==> src/rtl/pipe_ctrl.sv <==
// Central pipeline controller for the 5-stage RV64 core.
// Merges stage stall requests into one stall vector. Sequences exception and
// mret redirects through IDLE -> (DRAIN) -> FLUSH. Also keeps the stall and
// flush performance counters and a stall-hang watchdog.
module pipe_ctrl #(
  parameter int HANG_LIMIT = 1024,
  parameter int HANG_W     = 16
) (
  input  logic        clk,
  input  logic        rst_n,
  input  logic        stallreq_if,
  input  logic        stallreq_id,
  input  logic        stallreq_ex,
  input  logic        stallreq_mem,
  input  logic        excp_req,
  input  logic [63:0] excp_cause,
  input  logic [63:0] excp_pc,
  input  logic        mret_req,
  input  logic [63:0] mtvec,
  input  logic [63:0] mepc,
  input  logic        bus_busy,
  output logic [5:0]  stall,
  output logic        flush,
  output logic [63:0] new_pc,
  output logic        trap_taken,
  output logic [63:0] trap_cause,
  output logic [63:0] trap_epc,
  output logic [63:0] stall_cnt,
  output logic [31:0] flush_cnt,
  output logic        hang_err
);

  typedef enum logic [1:0] {IDLE, DRAIN, FLUSH} state_t;

  localparam logic [HANG_W-1:0] HANG_MAX = HANG_W'(HANG_LIMIT);

  state_t             state_q, state_d;
  logic [63:0]        target_q, target_d;
  logic               is_excp_q, is_excp_d;
  logic [63:0]        trap_cause_q, trap_cause_d;
  logic [63:0]        trap_epc_q, trap_epc_d;
  logic [63:0]        stall_cnt_q, stall_cnt_d;
  logic [31:0]        flush_cnt_q, flush_cnt_d;
  logic [HANG_W-1:0]  hang_cnt_q, hang_cnt_d;
  logic               hang_err_q, hang_err_d;
  logic [5:0]         stall_c;
  logic               flush_c;

  // Next-state logic, stall/flush generation and redirect target capture.
  always_comb begin
    // NOTE: every signal written here gets a default first so no latch is inferred.
    state_d      = state_q;
    target_d     = target_q;
    is_excp_d    = is_excp_q;
    trap_cause_d = trap_cause_q;
    trap_epc_d   = trap_epc_q;
    stall_c      = 6'b000000;
    flush_c      = 1'b0;

    unique case (state_q)
      IDLE: begin
        if (excp_req) begin
          stall_c      = 6'b111111;
          target_d     = {mtvec[63:2], 2'b00};
          is_excp_d    = 1'b1;
          trap_cause_d = excp_cause;
          trap_epc_d   = excp_pc;
          state_d      = bus_busy ? DRAIN : FLUSH;
        end else if (mret_req) begin
          stall_c   = 6'b111111;
          target_d  = mepc;
          is_excp_d = 1'b0;
          state_d   = bus_busy ? DRAIN : FLUSH;
        end else if (stallreq_mem) begin
          stall_c = 6'b011111;
        end else if (stallreq_ex) begin
          stall_c = 6'b001111;
        end else if (stallreq_id) begin
          stall_c = 6'b000111;
        end else if (stallreq_if) begin
          stall_c = 6'b000011;
        end
      end
      DRAIN: begin
        stall_c = 6'b111111;
        if (!bus_busy) state_d = FLUSH;
      end
      FLUSH: begin
        flush_c = 1'b1;
        state_d = IDLE;
      end
      default: state_d = IDLE;
    endcase
  end

  // Performance counters and watchdog next values.
  always_comb begin
    stall_cnt_d = stall_cnt_q;
    if (stall_c[0] && (stall_cnt_q != '1)) stall_cnt_d = stall_cnt_q + 64'd1;

    // Counted on entry so the value already includes the flush being signalled.
    flush_cnt_d = flush_cnt_q;
    if (state_d == FLUSH) flush_cnt_d = flush_cnt_q + 32'd1;

    hang_cnt_d = '0;
    if (stall_c[0]) hang_cnt_d = (hang_cnt_q != '1) ? hang_cnt_q + 1'b1 : hang_cnt_q;

    hang_err_d = hang_err_q | (hang_cnt_d >= HANG_MAX);
  end

  // State and counter registers with synchronous active-low reset.
  always_ff @(posedge clk) begin
    // NOTE: non-blocking assignments so every flop samples pre-edge values.
    if (!rst_n) begin
      state_q      <= IDLE;
      target_q     <= '0;
      is_excp_q    <= 1'b0;
      trap_cause_q <= '0;
      trap_epc_q   <= '0;
      stall_cnt_q  <= '0;
      flush_cnt_q  <= '0;
      hang_cnt_q   <= '0;
      hang_err_q   <= 1'b0;
    end else begin
      state_q      <= state_d;
      target_q     <= target_d;
      is_excp_q    <= is_excp_d;
      trap_cause_q <= trap_cause_d;
      trap_epc_q   <= trap_epc_d;
      stall_cnt_q  <= stall_cnt_d;
      flush_cnt_q  <= flush_cnt_d;
      hang_cnt_q   <= hang_cnt_d;
      hang_err_q   <= hang_err_d;
    end
  end

  assign stall      = stall_c;
  assign flush      = flush_c;
  assign new_pc     = flush_c ? target_q : 64'd0;
  assign trap_taken = flush_c & is_excp_q;
  assign trap_cause = trap_cause_q;
  assign trap_epc   = trap_epc_q;
  assign stall_cnt  = stall_cnt_q;
  assign flush_cnt  = flush_cnt_q;
  assign hang_err   = hang_err_q;

endmodule

==> config.mk <==
export PLATFORM = sky130hd
export DESIGN_NAME = pipe_ctrl
export DESIGN_NICKNAME = d
export VERILOG_FILES = /design/src/rtl/pipe_ctrl.sv
export SDC_FILE = /design/constraint.sdc
export NUM_CORES = 1
export LEC_CHECK = 0
export ABC_AREA = 1
export CAP_MARGIN = 25
export CELL_PAD_IN_SITES_DETAIL_PLACEMENT = 1
export CELL_PAD_IN_SITES_GLOBAL_PLACEMENT = 2
export CORE_ASPECT_RATIO = 0.7
export CORE_MARGIN = 10
export CORE_UTILIZATION = 24
export CTS_CLUSTER_DIAMETER = 30
export DETAILED_ROUTE_END_ITERATION = 16
export PLACE_DENSITY = 0.84
export SLEW_MARGIN = 40
export SYNTH_ARGS = -nofsm -noshare
export SYNTH_HDL_FRONTEND = slang
export SYNTH_SLANG_ARGS = --single-unit
==> constraint.sdc <==
create_clock -name clk -period 5.55 [get_ports clk]
set_input_delay 0.8325 -clock clk [delete_from_list [all_inputs] [get_ports clk]]
set_output_delay 0.8325 -clock clk [all_outputs]
set_load 0.05 [all_outputs]
After elaboration in Yosys (flattened, before gate mapping)
Cells that the tools add are included.
W data, S select, Z words.
{ "op_classes": {"n_mux": 20, "add_sub_neg": 3, "n_bitwise": 2, "n_reduce_logical": 5, "magnitude_cmp": 1, "n_eq_ne": 5} }
{ "op_table": {"columns": ["op", "n"], "rows": [
  ["$mux W64", 3],
  ["$add A64 B1 Y64 const B", 1],
  ["$ne A64 B64 Y1 const B", 1],
  ["$add A32 B1 Y32 const B", 1],
  ["$mux W16", 2],
  ["$add A16 B1 Y16 const B", 1],
  ["$ge A16 B11 Y1 const B", 1],
  ["$ne A16 B16 Y1 const B", 1],
  ["$mux W6", 2],
  ["$pmux W6 S2", 1],
  ["$mux W2", 5],
  ["$mux W5", 1],
  ["$eq A2 B2 Y1 const B", 2],
  ["$mux W4", 1],
  ["$pmux W2 S2", 1],
  ["$reduce_and A2 Y1", 2],
  ["$mux W1", 3],
  ["$mux W3", 1],
  ["$eq A2 B1 Y1 const B", 1],
  ["$logic_not A2 Y1", 1],
  ["$reduce_bool A2 Y1", 1],
  ["$and A1 B1 Y1", 1],
  ["$logic_and A1 B1 Y1", 1],
  ["$or A1 B1 Y1", 1]
]} }
{ "word_totals": {"reg_bits": 308} }

Depth between registers and ports, before layout
Gate-level depths: netlist of run 1.
{ "logic_depth": {"depth_word": 10, "mapped_depth": 14} }

Worst setup path after synthesis of run 1
No wires, ideal clock.
{ "synth_timing": {"path_kind": "reg2out", "startpoint": "register state_q[1]", "endpoint": "output port new_pc[13]", "arrival_ns": 2.325, "setup_slack_ns": 2.392, "stages_incl_launch_ff": 7, "path_cell_list": "dfxtp_1 inv_1 nor2_1 inv_1 clkbuf_1 buf_1 nor2_1"} }
{ "synth_between": {"elab_chain_cells": 3} }
{ "synth_lines": {"columns": ["item", "line_no", "text"], "rows": [
  ["from (decl)", "37", "state_t state_q, state_d;"],
  ["from (signal assigned)", "125", "state_q <= state_d;"],
  ["$eq A2 B2 Y1", "60", "unique case (state_q)"],
  ["$mux W1", "60", null],
  ["via flush", "23", "output logic flush,"],
  ["$mux W64", "139", "assign new_pc = flush_c ? target_q : 64'd0;"],
  ["to (decl)", "24", "output logic [63:0] new_pc,"]
]} }
The timed path passes the listed nets, and every way through them passes these cells.

Worst setup path after layout of run 1
{ "layout_timing": {"startpoint": "register state_q[1]", "endpoint": "output port new_pc[39]"} }
{ "layout_between": {"elab_chain_cells": 3} }
{ "layout_lines": {"columns": ["item", "line_no"], "rows": [
  ["$eq A2 B2 Y1", "60"],
  ["$mux W1", "60"],
  ["$mux W64", "139"]
]} }
Every way passes these cells.

==> results of run 1 <==
-- cells by family after synthesis --
logic type      synth area share
compound gates             0.139
xor+xnor                  0.0233
fa+ha+maj                0.00256
buf+inv                   0.0772
flops                      0.421
simple gates               0.338
-- area by class of cell --
cell class              count  area share
multi-input cells        1675       0.307
flip-flops and latches    308       0.256
repair buffers            572       0.237
clock buffers             109      0.0989
well taps                 808      0.0420
clock inverters            50      0.0313
inverters                 173      0.0272
diodes                      9    0.000936
-- how the worst max path moves through the flow --
stage,start,to
finish,state_q[1],new_pc[39]
global route,state_q[1],new_pc[39]
CTS,state_q[1],new_pc[44]
detailed placement,stallreq_id,stall[1]
global placement,stallreq_id,stall[1]
floorplan,state_q[1],new_pc[13]
-- cells in the final DEF (no fill, tap or decap), types with 3 or more instances in the layout --
master	Yosys	routed
sky130_fd_sc_hd__diode_2	0	9
sky130_fd_sc_hd__buf_6	6	3
sky130_fd_sc_hd__xor2_1	12	12
sky130_fd_sc_hd__clkinvlp_4	0	7
sky130_fd_sc_hd__a31oi_1	62	62
sky130_fd_sc_hd__nand3_1	50	50
sky130_fd_sc_hd__clkbuf_16	0	86
sky130_fd_sc_hd__xnor2_1	27	27
sky130_fd_sc_hd__a21oi_1	88	88
sky130_fd_sc_hd__nor2_1	532	531
sky130_fd_sc_hd__nand4_1	24	24
sky130_fd_sc_hd__inv_1	171	167
sky130_fd_sc_hd__clkbuf_8	0	14
sky130_fd_sc_hd__nand2_2	5	5
sky130_fd_sc_hd__nand2_1	602	601
sky130_fd_sc_hd__ha_1	3	3
sky130_fd_sc_hd__nand3b_1	4	4
sky130_fd_sc_hd__nor3_1	22	22
sky130_fd_sc_hd__bufinv_16	0	14
sky130_fd_sc_hd__o21ai_0	219	219
sky130_fd_sc_hd__clkdlybuf4s50_1	0	557
sky130_fd_sc_hd__clkinv_16	0	4
sky130_fd_sc_hd__clkinv_2	0	22
sky130_fd_sc_hd__a21oi_2	6	6
sky130_fd_sc_hd__clkbuf_1	91	9
sky130_fd_sc_hd__buf_4	2	11
sky130_fd_sc_hd__dfxtp_1	308	308
-- registers in the layout, summed over array words and instances, names as in the netlist --
| signal | cells |
|---|---|
| trap_cause | 64 |
| hang_cnt_q | 16 |
| stall_cnt | 64 |
| trap_epc | 64 |
| is_excp_q | 1 |
| hang_err | 1 |
| state_q | 2 |
| target_q | 64 |
| flush_cnt | 32 |
-- worst max-delay path, delay by kind of cell (launching register included) --
kind | cells | cell delay [ps]
buffers and inverters | 4 | 1650
DFF | 1 | 370
and+or+nand+nor | 2 | 380
-- metrics by stage --
stage | util | power, mW
after floorplan | - | 3.16
after CTS | 0.400 | 9.08
after detailed placement | 0.347 | 3.72
after global routing | 0.400 | 9.32
final | 0.400 | 8.97
after global placement | 0.347 | 3.69
-- routing by layer --
metal | GRT usage | wire (µm) | vias up
met4 | 0.0719 | 2190 | 8
li1 | - | - | 8348
met3 | 0.0775 | 5980 | 133
met5 | 0 | 50 | -
met2 | 0.328 | 35000 | 462
met1 | 0.248 | 33000 | 8296
-- report_power, final --
part / switching, mW / total, mW / internal [mW] / leakage [nW]
registers: 0.0805 / 2.45 / 2.37 / 2.53
clock network: 1.61 / 5.29 / 3.68 / 1.52
logic: 0.791 / 1.23 / 0.441 / 4.94
==> Implementation_results.wiki, run 1 <==
{| class="wikitable"
! Metric !! Value
|-
| Worst clock skew || 27.3 ps
|-
| Data arrival, critical path || 3040 ps
|-
| Relative area change from synthesis to final layout || 64.1%
|-
| Half-perimeter wire length after detailed placement || 57.6 mm
|-
| Setup WS pre-CTS || roughly 1700 ps
|-
| Destination of the worst register-to-register timing path || stall_cnt[13]
|-
| Worst Path Required || 4720 ps
|-
| HP Start || is_excp_q
|-
| Area share of the leading cell type in the synthesized netlist || 0.421
|-
| Setup repair after global routing missed its margin || no
|-
| Least-Margin Pin Slew || 819 ps
|-
| Vertical die dimension || 227 µm
|-
| Number of nets in the synthesized netlist || 2536
|-
| Post-synthesis cell count || approximately 2300
|-
| Overall via count from detail_route || 17200
|-
| DRT iter0 DRCs || 907
|-
| Hold Path Stages || 2
|-
| DIE AREA || ~0.072 mm²
|-
| Cell types occupying the most area after synthesis || sky130_fd_sc_hd__dfxtp_1, sky130_fd_sc_hd__nand2_1, sky130_fd_sc_hd__nor2_1
|-
| Number of core rows || 75
|-
| Initial antenna violation count || 12
|-
| # clock sinks || 308
|-
| Netlist area before placement || 0.0147 mm²
|-
| Boundary pin count || around 560
|-
| Slew HR || 0.454
|-
| Final Setup Violations || 0
|-
| Final weighted congestion of routability-driven global placement || between 0.8 and 0.9
|-
| Setup Crit Path Kind || register to primary output
|-
| Path depth of the worst reg2reg path || 10
|-
| Filler Cells Inserted || 7368
|-
| Remaining design rule violation count || 0
|-
| Initial Util || 0.244
|-
| Leading post-synthesis cells by instance count || sky130_fd_sc_hd__nand2_1, sky130_fd_sc_hd__nor2_1, sky130_fd_sc_hd__dfxtp_1
|-
| Crit-path most repeated cell || sky130_fd_sc_hd__nor2_1
|-
| Worst path setup slack after routing || between 1500 and 2000 ps
|-
| Overflow left after global routing || 0
|-
| Worst-case vdd ir drop || 236 µV
|-
| Yosys reg bits || 308
|-
| Startpoint type of the worst setup path || register
|-
| Area taken by multi-input logic gates || 0.00737 mm²
|-
| Vias per cell || approximately 4.7
|-
| Peak Freq || 258 MHz
|-
| Shortest clock period the worst path allows after layout || 3880 ps
|-
| Slowest cell on the critical path || sky130_fd_sc_hd__clkdlybuf4s50_1
|-
| Worst Hold Endpoint || is_excp_q
|-
| Clock tree from TritonCTS || yes
|-
| Final Cell Area || between 0.02 and 0.025 mm²
|-
| Reg2Reg Launch Point || stall_cnt[0]
|-
| # placed instances || 3536
|-
| DIE WIDTH || 315 µm
|-
| Number of distinct library cells after synthesis || 37
|-
| Number of max-slew violations in the final report || 0
|-
| Final-layout setup total negative slack || 0 ps
|-
| Storage cell area || 0.00617 mm²
|-
| CTS H-Tree Depth || 3
|-
| Pwr per Cell Area || 373 mW/mm²
|-
| Post-CTS Resized || 0
|-
| Register area share after synthesis || 0.421
|-
| Final layout net count || 3083
|-
| Count of endpoints failing hold in the final timing report || 0
|-
| CTS hold repair buffers || 0
|-
| Largest stage delay on the critical path || approximately 970 ps
|-
| Post-route antenna net violation count || 0
|-
| GRT Total Usage || 0.205
|-
| Max-capacitance violation count || 0
|-
| Number of synthesized flops with an enable pin || 0
|-
| Library cell with the highest instance count after synthesis || sky130_fd_sc_hd__nand2_1
|-
| Dominant synthesized flop cell || sky130_fd_sc_hd__dfxtp_1
|-
| Fraction of final layout cells with drive strength greater than 1 || 0.0669
|-
| Quantity of I/O buffers inserted on ports || 559
|-
| Crit share post-route || 0.698
|-
| Yosys warning total || 0
|-
| Cell taking the most area after synthesis || sky130_fd_sc_hd__dfxtp_1
|-
| Setup Buffers After CTS || 0
|-
| Max FO, Critical Path || 48
|-
| Number of CTS-inserted buffers || between 80 and 90
|-
| Outcome || finished, final reports clean
|-
| Buffer cell driving the clock tree root || sky130_fd_sc_hd__clkbuf_16
|-
| Min-Delay Path Class || register to register
|-
| Placed instance area || between 0.02 and 0.025 mm²
|-
| Clk buf depth || 3
|-
| Core Area || 0.0602 mm²
|-
| Proportion of synthesized flip-flops having asynchronous set or reset || 0
|-
| Cells along the critical path || inv_1 -> nor2_1 -> inv_2 -> buf_4 -> nor2_1 -> clkdlybuf4s50_1
|-
| Type of element capturing the critical path || primary output
|-
| Vias in the first global route || 18100
|-
| Pin count of the biggest net entering global routing || about 120
|-
| Routed len/inst || 20.6 µm
|-
| Avg Cell Area, Syn || approximately 6.5 µm²
|-
| Clock latency on the worst-skew pair || between 600 and 700 ps
|-
| Leak || between 8 and 9 nW
|-
| Post-CTS clock slew at the launch and capture registers of the worst setup and hold paths || 40 ps
|-
| Cell Count, Final, Fillers Out || 3704
|-
| Wirelength, routed || 76.2 mm
|-
| Detailed-routing iteration count for the pre-antenna-repair pass || 5
|-
| R2R Setup Slk || 2470 ps
|-
| Global-route wire length before repair || 112 mm
|-
| Min Hold Slack || between 400 and 500 ps
|}
Note: power is estimated with default switching activity, not from simulation.
==> run 2: changes to the inputs <==
--- a/config.mk
+++ b/config.mk
@@ -11,10 +11,10 @@
 export CELL_PAD_IN_SITES_GLOBAL_PLACEMENT = 2
 export CORE_ASPECT_RATIO = 0.7
 export CORE_MARGIN = 10
-export CORE_UTILIZATION = 24
+export CORE_UTILIZATION = 20
 export CTS_CLUSTER_DIAMETER = 30
 export DETAILED_ROUTE_END_ITERATION = 16
-export PLACE_DENSITY = 0.84
+export PLACE_DENSITY = 0.75
 export SLEW_MARGIN = 40
 export SYNTH_ARGS = -nofsm -noshare
 export SYNTH_HDL_FRONTEND = slang
==> constraint.sdc (replaced) <==
create_clock -name clk -period 3.49 [get_ports clk]
set_input_delay 0.5235 -clock clk [delete_from_list [all_inputs] [get_ports clk]]
set_output_delay 0.5235 -clock clk [all_outputs]
set_load 0.05 [all_outputs]
==> Implementation_results.wiki, run 2 (same netlist as run 1, synthesis figures left out) <==
{| class="wikitable"
! Metric !! Value
|-
| Buffer cell driving the clock tree root || sky130_fd_sc_hd__clkbuf_16
|-
| Vias in the first global route || 17900 (-0.80%)
|-
| Min-Delay Path Class || input port to register
|-
| Quantity of I/O buffers inserted on ports || 559 (unchanged)
|-
| Final layout net count || 3101 (+0.58%)
|-
| Crit-path most repeated cell || sky130_fd_sc_hd__nor2_1
|-
| Slew HR || 0.443 (-0.0104)
|-
| Clock latency on the worst-skew pair || 630 ps (about the same)
|-
| Post-CTS clock slew at the launch and capture registers of the worst setup and hold paths || 40 ps (about the same)
|-
| Leak || 9.08 nW (+0.97%)
|-
| Overflow left after global routing || 0 (unchanged)
|-
| Final-layout setup total negative slack || 0 ps (unchanged)
|-
| DIE WIDTH || 344 µm (+8.9%)
|-
| Core Area || 0.0721 mm² (+20%)
|-
| Commonest non-fill, non-tap cell in the layout || sky130_fd_sc_hd__nand2_1
|-
| Clock tree from TritonCTS || yes
|-
| Commonest non-fill, non-tap cells in the layout || sky130_fd_sc_hd__nand2_1, sky130_fd_sc_hd__clkdlybuf4s50_1, sky130_fd_sc_hd__nor2_1
|-
| Fraction of final layout cells with drive strength greater than 1 || 0.0741 (+0.00721)
|-
| Crit-path leading delay family || buffers and inverters
|-
| Least-Margin Pin Slew || 832 ps (+13.0 ps)
|-
| Count of endpoints failing hold in the final timing report || 0 (unchanged)
|-
| Number of core rows || 82 (+9.3%)
|-
| Slowest cell on the critical path || sky130_fd_sc_hd__clkdlybuf4s50_1
|-
| Data arrival, critical path || 2720 ps (-320 ps)
|-
| Setup repair after global routing missed its margin || no
|-
| Boundary pin count || 562 (unchanged)
|-
| Post-CTS Resized || 0 (unchanged)
|-
| Setup Crit Path Kind || register to primary output
|-
| Remaining design rule violation count || 0 (unchanged)
|-
| Half-perimeter wire length after detailed placement || 58.7 mm (+1.9%)
|-
| CTS hold repair buffers || 0 (unchanged)
|-
| CTS H-Tree Depth || 3 (unchanged)
|-
| Vias per cell || 4.40 (-5.5%)
|-
| Initial antenna violation count || 12 (unchanged)
|-
| # clock sinks || 308 (unchanged)
|-
| Peak Freq || 308 MHz
|-
| Shortest clock period the worst path allows after layout || between 3000 and 4000 ps
|-
| Global-route wire length before repair || 114 mm (+1.8%)
|-
| Crit share post-route || 0.931
|-
| DRT iter0 DRCs || 716 (-21%)
|-
| GRT Total Usage || 0.176 (-0.0285)
|-
| Combined buffer and inverter count along the critical path || 4 (unchanged)
|-
| Final Setup Violations || 0 (unchanged)
|-
| Largest stage delay on the critical path || 920 ps (-50 ps)
|-
| Detailed-routing iteration count for the pre-antenna-repair pass || 5 (unchanged)
|-
| Post-route antenna net violation count || 0 (unchanged)
|-
| Vertical die dimension || 246 µm (+8.7%)
|-
| Filler Cells Inserted || 8783 (+19%)
|-
| Worst Path Required || 2970 ps (-1750 ps)
|-
| Relative area change from synthesis to final layout || 66.1%
|-
| Pin count of the biggest net entering global routing || 137 (+17%)
|-
| Area taken by multi-input logic gates || 0.00737 mm² (about the same)
|-
| Number of CTS-inserted buffers || 91 (+7.1%)
|-
| Storage cell area || 0.00617 mm² (unchanged)
|-
| Startpoint type of the worst setup path || register
|-
| Pwr per Cell Area || 579 mW/mm² (+55%)
|-
| Worst clock skew || 15.9 ps (-11.4 ps)
|-
| Cells along the critical path || inv_1 -> nor2_1 -> inv_2 -> buf_4 -> nor2_1 -> clkdlybuf4s50_1
|-
| Type of element capturing the critical path || primary output
|-
| Routed len/inst || 19.8 µm (-3.6%)
|-
| DIE AREA || 0.0847 mm² (+18%)
|-
| Outcome || finished, final reports clean
|-
| Final weighted congestion of routability-driven global placement || 0.873 (-0.90%)
|-
| Clk buf depth || 3 (unchanged)
|-
| Setup Buffers After CTS || 0 (unchanged)
|-
| Max FO, Critical Path || 33 (-31%)
|-
| Number of max-slew violations in the final report || 0 (unchanged)
|-
| Worst-case vdd ir drop || 325 µV (+38%)
|-
| Wirelength, routed || 76.9 mm (+0.91%)
|-
| Utilization after layout || 0.337 (-0.0625)
|-
| Initial Util || 0.203 (-0.0405)
|-
| Overall via count from detail_route || 17100 (-1.0%)
|-
| Max-capacitance violation count || 0 (unchanged)
|}
run 2: cell type report:
class	instances	area share
multi-input combinational	1675	0.303
inverter	173	0.0268
clock buffer	122	0.106
timing repair buffer	584	0.240
sequential	308	0.253
tap	966	0.0497
antenna	9	0.000925
clock inverter	41	0.0209
run 2: power by group:
group,internal (mW),switching (mW)
clock,5.71,2.53
sequential,3.77,0.129
combinational,0.721,1.25
total,10.2,3.90
run 2: final timing paths:
path / from / end / slack [ps] / depth (start not counted)
hold reg to reg: is_excp_q / is_excp_q / 460 / 2
setup / recovery: state_q[1] / new_pc[5] / 240 / 6
setup reg to reg: stall_cnt[0] / stall_cnt[57] / 970 / 9
hold / removal: excp_req / target_q[1] / 340 / 4
run 2: metal layers:
| layer | global-route usage | wire [µm] | share of wire |
|---|---|---|---|
| met5 | 0 | 88 | 0.0011 |
| met4 | 0.0624 | 1960 | 0.025 |
| met3 | 0.0751 | 7160 | 0.093 |
| met2 | 0.268 | 33900 | 0.44 |
| met1 | 0.220 | 33800 | 0.44 |
run 2: worst register-to-register path, cell delays in order, from the launching register on:
cell and delay, ps:
sky130_fd_sc_hd__dfxtp_1 530, sky130_fd_sc_hd__inv_1 120, sky130_fd_sc_hd__nor2_1 300, sky130_fd_sc_hd__nand2_1 230
sky130_fd_sc_hd__nor2_1 420, sky130_fd_sc_hd__nand2_1 300, sky130_fd_sc_hd__o21ai_0 270, sky130_fd_sc_hd__nand2_1 90
sky130_fd_sc_hd__nand2_1 60, sky130_fd_sc_hd__a21oi_1 60
run 2: through the flow:
step	std cells	instance area (µm²)	power, mW	hold WS (ps)	setup WS, ps
after floorplan	2268	14700	5.02	437	641
after global placement	3706	21300	5.90	456	549
after detailed placement	3706	21200	5.93	462	559
after CTS	3869	24300	14.3	299	181
after global routing	3876	24300	14.7	340	21.6
final	3878	24300	14.1	336	242
==> run 3: changes to the inputs <==
--- a/config.mk
+++ b/config.mk
@@ -15,6 +15,7 @@
 export CTS_CLUSTER_DIAMETER = 30
 export DETAILED_ROUTE_END_ITERATION = 16
 export PLACE_DENSITY = 0.75
+export SKIP_CTS_REPAIR_TIMING = 1
 export SLEW_MARGIN = 40
 export SYNTH_ARGS = -nofsm -noshare
 export SYNTH_HDL_FRONTEND = slang
==> results of run 3 <==
Same layout as run 2: the final DEF is identical, and so are final timing and power.
